### config.mk
export PLATFORM = sky130hd
export DESIGN_NAME = seq_rr_scheduler_flat
export DESIGN_NICKNAME = d
export VERILOG_FILES = /design/src/rtl/seq_rr_if.sv /design/src/rtl/seq_rr_scheduler.sv /design/src/flat_wrapper.sv
export SDC_FILE = /design/constraint.sdc
export NUM_CORES = 1
export LEC_CHECK = 0
export CAP_MARGIN = 20
export CORE_MARGIN = 1
export CORE_UTILIZATION = 39
export CTS_BUF_LIST = sky130_fd_sc_hd__clkbuf_4
export CTS_CLUSTER_DIAMETER = 80
export DETAILED_ROUTE_END_ITERATION = 6
export HOLD_SLACK_MARGIN = 0.05
export SYNTH_ARGS = -nofsm -noshare
export SYNTH_HDL_FRONTEND = slang
export SYNTH_HIERARCHICAL = 1
export SYNTH_SLANG_ARGS = --single-unit
### constraint.sdc
create_clock -name clk -period 5.35 [get_ports clk]
set_input_delay 1.3375 -clock clk [delete_from_list [all_inputs] [get_ports clk]]
set_output_delay 1.3375 -clock clk [all_outputs]
set_load 0.02 [all_outputs]
### src/rtl/seq_rr_if.sv
// Handshake bundle between per-channel bit sources and the shared sequence engine.
// The requester side drives req/x/clr; the scheduler answers with ack and the output beat.
interface seq_rr_if #(
    parameter int NCH = 4
) ();
    localparam int CW = $clog2(NCH);

    logic [NCH-1:0] req;
    logic [NCH-1:0] x;
    logic [NCH-1:0] clr;
    logic [NCH-1:0] ack;
    logic           y_valid;
    logic           y;
    logic [CW-1:0]  y_ch;
    logic [1:0]     y_ab;

    modport master (output req, x, clr, input ack, y_valid, y, y_ch, y_ab);
    modport slave  (input req, x, clr, output ack, y_valid, y, y_ch, y_ab);
endinterface

### src/rtl/seq_rr_scheduler.sv
// One 2-bit Mealy engine (A,B; Y = A&X) shared across NCH bit-stream channels.
// Round-robin arbitration with burst hold; each channel keeps its own saved {A,B} context.

module seq_ctx_lane (
    input  logic       clk,
    input  logic       rst,
    input  logic       step,
    input  logic       clr,
    input  logic       x,
    output logic [1:0] nab,
    output logic       ny
);
    logic [1:0] ab;

    // 11 is unreachable in normal operation and behaves as S0
    always_comb begin
        nab = 2'b00;
        ny  = 1'b0;
        if (x) begin
            case (ab)
                2'b00:   nab = 2'b01;
                2'b01:   nab = 2'b10;
                2'b10:   begin nab = 2'b00; ny = 1'b1; end
                default: nab = 2'b01;
            endcase
        end
    end

    always_ff @(posedge clk) begin
        if (!rst)      ab <= 2'b00;
        else if (clr)  ab <= 2'b00;
        else if (step) ab <= nab;
    end
endmodule

module seq_rr_scheduler #(
    parameter  int NCH   = 4,
    parameter  int BURST = 2,
    localparam int CW    = $clog2(NCH)
) (
    input logic     clk,
    input logic     rst,
    seq_rr_if.slave bus
);
    localparam int CNTW = $clog2(BURST + 1);

    logic [CW-1:0]   ptr;
    logic [CW-1:0]   owner;
    logic            own_vld;
    logic [CNTW-1:0] cnt;

    logic            hold;
    logic            found;
    logic [CW-1:0]   pick;
    logic            gnt_vld;
    logic [CW-1:0]   gnt;
    logic [NCH-1:0]  gnt_oh;
    int              idx;

    logic [NCH-1:0][1:0] lane_nab;
    logic [NCH-1:0]      lane_y;

    // Burst hold first; otherwise first requester at or after ptr, wrapping
    always_comb begin
        hold  = own_vld && bus.req[owner] && (cnt < CNTW'(BURST));
        found = 1'b0;
        pick  = '0;
        idx   = 0;
        for (int k = 0; k < NCH; k++) begin
            idx = int'(ptr) + k;
            if (idx >= NCH) idx = idx - NCH;
            if (!found && bus.req[idx]) begin
                found = 1'b1;
                pick  = CW'(idx);
            end
        end
        gnt_vld = rst && (hold || found);
        gnt     = hold ? owner : pick;
        gnt_oh  = '0;
        if (gnt_vld) gnt_oh[gnt] = 1'b1;
    end

    assign bus.ack = gnt_oh;

    always_ff @(posedge clk) begin
        if (!rst) begin
            ptr     <= '0;
            owner   <= '0;
            own_vld <= 1'b0;
            cnt     <= '0;
        end else if (hold) begin
            cnt <= cnt + 1'b1;
        end else if (found) begin
            owner   <= pick;
            own_vld <= 1'b1;
            cnt     <= CNTW'(1);
            ptr     <= (pick == CW'(NCH - 1)) ? '0 : pick + 1'b1;
        end else begin
            own_vld <= 1'b0;
            cnt     <= '0;
        end
    end

    for (genvar i = 0; i < NCH; i++) begin : g_lane
        seq_ctx_lane u_lane (
            .clk  (clk),
            .rst  (rst),
            .step (gnt_oh[i]),
            .clr  (bus.clr[i]),
            .x    (bus.x[i]),
            .nab  (lane_nab[i]),
            .ny   (lane_y[i])
        );
    end

    // clr on the granted channel still consumes the bit but reports a cleared result
    always_ff @(posedge clk) begin
        if (!rst) begin
            bus.y_valid <= 1'b0;
            bus.y       <= 1'b0;
            bus.y_ch    <= '0;
            bus.y_ab    <= 2'b00;
        end else begin
            bus.y_valid <= gnt_vld;
            if (gnt_vld) begin
                bus.y    <= bus.clr[gnt] ? 1'b0 : lane_y[gnt];
                bus.y_ch <= gnt;
                bus.y_ab <= bus.clr[gnt] ? 2'b00 : lane_nab[gnt];
            end
        end
    end
endmodule

### src/flat_wrapper.sv
// flat-port wrapper written by rule: the top's interface ports become plain ports
module seq_rr_scheduler_flat 
#(
    parameter  int NCH   = 4,
    parameter  int BURST = 2,
    localparam int CW    = $clog2(NCH)
)
  (clk, rst, bus_req, bus_x, bus_clr, bus_ack, bus_y_valid, bus_y, bus_y_ch, bus_y_ab);
  seq_rr_if #(.NCH(NCH)) bus_i ();
  input logic clk;
  input logic rst;
  input wire logic [$bits(bus_i.req)-1:0] bus_req;
  input wire logic [$bits(bus_i.x)-1:0] bus_x;
  input wire logic [$bits(bus_i.clr)-1:0] bus_clr;
  output wire logic [$bits(bus_i.ack)-1:0] bus_ack;
  output wire logic [$bits(bus_i.y_valid)-1:0] bus_y_valid;
  output wire logic [$bits(bus_i.y)-1:0] bus_y;
  output wire logic [$bits(bus_i.y_ch)-1:0] bus_y_ch;
  output wire logic [$bits(bus_i.y_ab)-1:0] bus_y_ab;
  assign bus_i.req = bus_req;
  assign bus_i.x = bus_x;
  assign bus_i.clr = bus_clr;
  assign bus_ack = bus_i.ack;
  assign bus_y_valid = bus_i.y_valid;
  assign bus_y = bus_i.y;
  assign bus_y_ch = bus_i.y_ch;
  assign bus_y_ab = bus_i.y_ab;
  seq_rr_scheduler #(.NCH(NCH), .BURST(BURST)) u_core (.clk(clk), .rst(rst), .bus(bus_i));
endmodule
==> metrics.txt <==
hold buffers post-CTS=0; Core ar.=3360 um^2; drt first pass iters=4; Sequential Area=420 um^2; WL/cell=13.0 um; die area=3790 um^2; simple-gate share of the synthesized area=0.373; antenna violations before repair=0; post-CTS setup buffers=0; Syn Area/Cell=9.23 um^2; Fill cells=351; synth-to-layout area growth=27.6%; gp weighted congestion=0.815; clock sink total=21; # setup viols final=0; Arr. time, crit path=3.84 ns; Main synth FF type=dfxtp_1; fraction of synthesized area in multiplexers=0.0154; row count=21; vias=1199; share of cells above drive strength 1=0.231; leakage=0.618 nW; Seq/Total Area, Yosys=0.304; diode count=0; Worst Setup End Kind=output pin; Multi-input gate area=912 um^2; Final Slew Violations=0; H-tree levels=1; Adder-Cell Fraction of Synth Area=0.0723; Clock Pin Slew Worst Setup and Hold Paths=0.12 ns; Ports=24; remaining global-route overflow=0; number of synthesized flops with an enable pin=0; Unique masters post-synth=39; worst-path fanout max=9; syn nets=172; overall power=0.417 mW; routed wire length=3010 um; Antenna Nets Post-Route=0; Num CTS Buffers=3; critical path required time=4.01 ns; Die Y=61.6 um; xor/xnor cell area share of the yosys netlist=0; Nets=209; Post-synth ARST share=0; Final Hold Viols=0; post-synthesis compound-gate area fraction=0.198; type of the most critical hold path=flop to flop; minimum clock period=5.18 ns; vias per std cell=5.17; vias in the first global route=1176; share of the synthesized area in the top cell type=0.304; die width=61.6 um; Cell Area, Synth=1390 um^2; PostCTS Resize Cnt=0; initial detailed-routing violation count=40; VDD IR max=0.102 mV; Synth Register Bits=21; largest family of logic cells by synthesized area=simple AND/OR/NAND/NOR gates; first-pass GRT wire length=5050 um; f_max=193 MHz; outcome=finished clean; GRT Util Overall=0.179; worst skew pair latency=0.30 ns; Synth Instances=150; buffer depth of the longest clock path=2; RSZ-0062 raised after global routing=no; Initial Util=0.412; CP startpoint kind=primary input; largest area contributor in the netlist=dfxtp_1; count leader, synth=dfxtp_1; largest net degree at the start of global routing=13; headroom to the max-slew limit=0.583; Yosys warnings=6; Root Buffer=clkbuf_4; Final HPWL DP=2400 um; final setup TNS=0 ns; final worst-path cycle share=0.968; skew final=0.00645 ns; max-cap violations=0; Setup CP Type=primary input to output pin; CTS tree=built; residual DRC count=0; IO Port Bufs=23; top post-synthesis cells by area=dfxtp_1, nand2b_4, ha_1; synth cell count leaders=dfxtp_1, inv_1, nand3_1, and2_1; Least-Margin Pin Slew=0.621 ns; Pwr Density=236 nW/um^2
[worst max-delay path: stages]
cell and delay (ns):
clkdlybuf4s50_1 0.51, mux2_2 0.32, and4b_4 0.21, nor2_4 0.15
o311ai_4 0.16, a211o_1 0.36, nor2b_1 0.17, clkdlybuf4s50_1 0.63
[cell usage in the layout (no fill, tap or decap), types with 8 or more instances in the layout]
master	n
a21oi_2	8
and2_1	9
buf_4	10
clkdlybuf4s50_1	23
dfxtp_1	21
ha_1	8
inv_1	12
nand2b_4	8
nand3_1	12
nor2_1	8
[report_power, final]
part           switching [mW]  total [mW]  internal, mW
logic                  0.0768       0.155        0.0782
registers              0.0143       0.184         0.170
clock network          0.0505      0.0784        0.0278
[logic make-up after synthesis]
group	count (synthesis)
simple gates	71
mux	2
compound gates	35
flops	21
buf+inv	13
fa+ha+maj	8
[flip-flops by register name, indices dropped and copies added, names as in the netlist]
| name | count |
|---|---|
| u_core/g_lane.u_lane/ab | 8 |
| u_core/bus.y_ab | 2 |
| u_core/bus.y | 1 |
| u_core/owner | 2 |
| u_core/bus.y_valid | 1 |
| u_core/cnt | 2 |
| u_core/ptr | 2 |
| u_core/bus.y_ch | 2 |
| u_core/own_vld | 1 |
[per-stage QoR]
stage               instances   util  hold slack, ns  setup slack (ns)  cell area (um^2)
global route              232  0.526           0.527            0.0257              1770
finish                    232  0.526           0.479             0.169              1770
floorplan                 150      -           0.435              1.15              1390
CTS                       232  0.526           0.489             0.160              1770
global placement          228  0.517           0.475             0.214              1740
detailed placement        228  0.517           0.471             0.192              1740
[worst paths after layout]
kind,from,endpoint,slack (ns),depth (start not counted)
max,bus_req[3],bus_ack[3],0.17,8
max reg2reg,u_core/owner[0],u_core/g_lane[3].u_lane/ab[1],3.09,9
min reg2reg,u_core/cnt[0],u_core/cnt[1],0.48,2
min,u_core/cnt[0],u_core/cnt[1],0.48,2
[routing by layer]
metal	part of all wire	GRT usage	wire, um	vias to the layer above
li1	-	-	-	616
met1	0.48	0.234	1450	562
met2	0.48	0.310	1450	19
met3	0.033	0.0273	99	2
met4	0.0047	0.0381	14	0
met5	0	0	0	-
[final cells by class]
cell class,count,share of cell area
Tap cell,46,0.0326
Multi-Input combinational cell,116,0.516
Sequential cell,21,0.238
Clock buffer,3,0.0127
Clock inverter,1,0.00283
Timing Repair Buffer,33,0.173
Inverter,12,0.0255
No activity file was read; power rests on OpenSTA's default activity.
==> variant: new RTL, config.mk and constraints unchanged <==
`BURST` is set to 2 in 2 places; all go to 1.
--- a/src/rtl/seq_rr_scheduler.sv
+++ b/src/rtl/seq_rr_scheduler.sv
@@ -35,7 +35,7 @@
 
 module seq_rr_scheduler #(
     parameter  int NCH   = 4,
-    parameter  int BURST = 2,
+    parameter  int BURST = 1,
     localparam int CW    = $clog2(NCH)
 ) (
     input logic     clk,
--- a/src/flat_wrapper.sv
+++ b/src/flat_wrapper.sv
@@ -2,7 +2,7 @@
 module seq_rr_scheduler_flat 
 #(
     parameter  int NCH   = 4,
-    parameter  int BURST = 2,
+    parameter  int BURST = 1,
     localparam int CW    = $clog2(NCH)
 )
   (clk, rst, bus_req, bus_x, bus_clr, bus_ack, bus_y_valid, bus_y, bus_y_ch, bus_y_ab);
Function: changed (Yosys sat finds a counterexample within 4 cycles, from zero or initial values and one cycle with rst low).
==> variant against the original RTL <==
  * Cell area shrank 1.3%
  * Non-clock buffer count decreased by 3
  * Cell count is 4.3% lower
  * Wire length shrank 8.0%
  * Setup slack improved by 12 ps
  * Sequential cell count shrank 1
  * Power rose by 22%
  * Synthesized area is 1.9% lower
  * Clock skew is 5.2 ps higher
  * Highest routed layer unchanged
==> variant: results (changes against the original RTL) <==
root buf cell=clkbuf_4; vias in the first global route=1037 (-12%); worst-path fanout max=5 (-4); post-synthesis adder-cell area fraction=0.0737 (+0.00140); I/O Buffers=23 (unchanged); post-cts repair resize count=0 (unchanged); largest net degree at the start of global routing=16 (+3); syn_nets=166 (-3.5%); reg2reg setup slack=3120 ps (+30 ps); fraction of layout cells with a size suffix above 1=0.233 (+0.00177); synth warn=6 (unchanged); peak supply drop=0.109 mV (+6.5%); Post-synth top cells=dfxtp_1 (20), nand3_1 (11), inv_1 (10); Hold Path Class=flop to flop; Slew headroom=0.647 (+0.0642); fraction of registers with async set or reset after synthesis=0 (unchanged); initial antenna violation count=0 (unchanged); Final Skew=11.6 ps (+5.17 ps); Reg with most FFs=u_core/g_lane.u_lane/ab; worst skew pair latency=300 ps (about the same); post-synthesis xor/xnor area fraction=0.00645 (+0.00645); Setup Fix Bufs, Post-CTS=0 (unchanged); Nets=199 (-4.8%); top cells by area, synth=dfxtp_1 (29%), nand2b_4 (8.1%), ha_1 (7.4%); DR vias=1103 (-8.0%); CP max stage cell=clkdlybuf4s50_1; clock slew at reported path FFs=~130 ps; iteration-0 DRC count of the detailed router=44 (+10%); TritonCTS buffer count=3 (unchanged); compound-gate portion of the synthesized area=0.181 (-0.0164); Yosys cell types=35 (-10%); first-pass iteration count of the detailed router=4 (unchanged); n_diodes=0 (unchanged); Final GP Congestion=0.744 (-8.8%); sequential share of the synthesized area=0.295 (-0.00886); crit-path leading delay family=buffers and inverters; drt total wl=2770 µm (-8.0%); global-route wire length before repair=4470 µm (-11%); CTS HTree Levels=1 (unchanged); maximum clock insertion buffer count=2 (unchanged); Tot GR Track Use=0.165 (-0.0140); Post-DP HPWL=2220 µm (-7.6%); status=finished, final reports clean; worst endpoint data arrival time=3830 ps (about the same); Max-Cap Viols=0 (unchanged); max reg flops=8 (unchanged); mux cell area share after synthesis=0.0921 (+0.0767); Leak=0.639 nW (+3.3%); CP max stage delay=670 ps (+40 ps)
variant: cell count changes in the layout (fill, tap and decap cells not counted), sizes merged, moves of 3 or more:
| cell | delta |
|---|---|
| a21boi | +3 |
| a31oi | -5 |
| and3 | -3 |
| buf | -3 |
| mux2 | +3 |
| mux2i | +7 |
| nor2 | -4 |
| nor2b | +3 |
| nor3b | -7 |
variant: cell type report:
type	count	area (µm²)
multi-input combinational	112	913
clock inverter	1	30.0
fill	327	1590
timing repair buffer	30	283
sequential	20	400
tap	46	57.6
inverter	10	37.5
clock buffer	3	22.5
variant: kinds of logic after synthesis:
family / after synthesis
adder cells (fa/ha/maj): 8
buffers and inverters: 12
flip-flops: 20
multiplexers: 12
XOR/XNOR: 1
AO/OA/AOI/OAI: 30
AND/OR/NAND/NOR: 61
variant: per-layer routing:
metal  share of wire  global-route usage
met1            0.47               0.202
met2            0.49               0.284
met3           0.031              0.0294
met4          0.0069              0.0682
met5               0                   0
variant: through the flow:
| stage | std cells | util | instance area, µm² | hold slack [ps] | worst slack (ps) |
|---|---|---|---|---|---|
| 2_1_floorplan | 144 | - | 1360 | 487 | 1310 |
| 3_3_place_gp | 218 | 0.507 | 1690 | 468 | 223 |
| 3_5_place_dp | 218 | 0.507 | 1690 | 461 | 151 |
| 4_1_cts | 222 | 0.523 | 1740 | 478 | 147 |
| 5_1_grt | 222 | 0.523 | 1740 | 506 | 4.39 |
| 6_report | 222 | 0.523 | 1740 | 473 | 180 |
variant: power breakdown:
| group | total (mW) | internal, mW | leakage, nW | switching (mW) |
|---|---|---|---|---|
| clock | 0.125 | 0.0757 | 0.0279 | 0.0491 |
| sequential | 0.181 | 0.166 | 0.164 | 0.0152 |
| combinational | 0.203 | 0.106 | 0.447 | 0.0974 |
variant: final timing paths:
| path | startpoint | endpoint | depth (start not counted) |
|---|---|---|---|
| worst max-delay path | bus_req[2] | bus_ack[1] | 7 |
| worst min-delay path | u_core/bus.y_ch[0] | u_core/bus.y_ch[0] | 2 |
| worst max register to register | u_core/owner[0] | u_core/bus.y | 7 |
| worst min register to register | u_core/bus.y_ch[0] | u_core/bus.y_ch[0] | 2 |
variant: worst reg2reg max path, stage by stage (launching register included):
cell      delay, ps
dfxtp_1         430
mux2_2          370
and4b_1         210
o21ai_0         210
a21boi_2        240
buf_4           170
mux2_2          340
o31ai_1         190
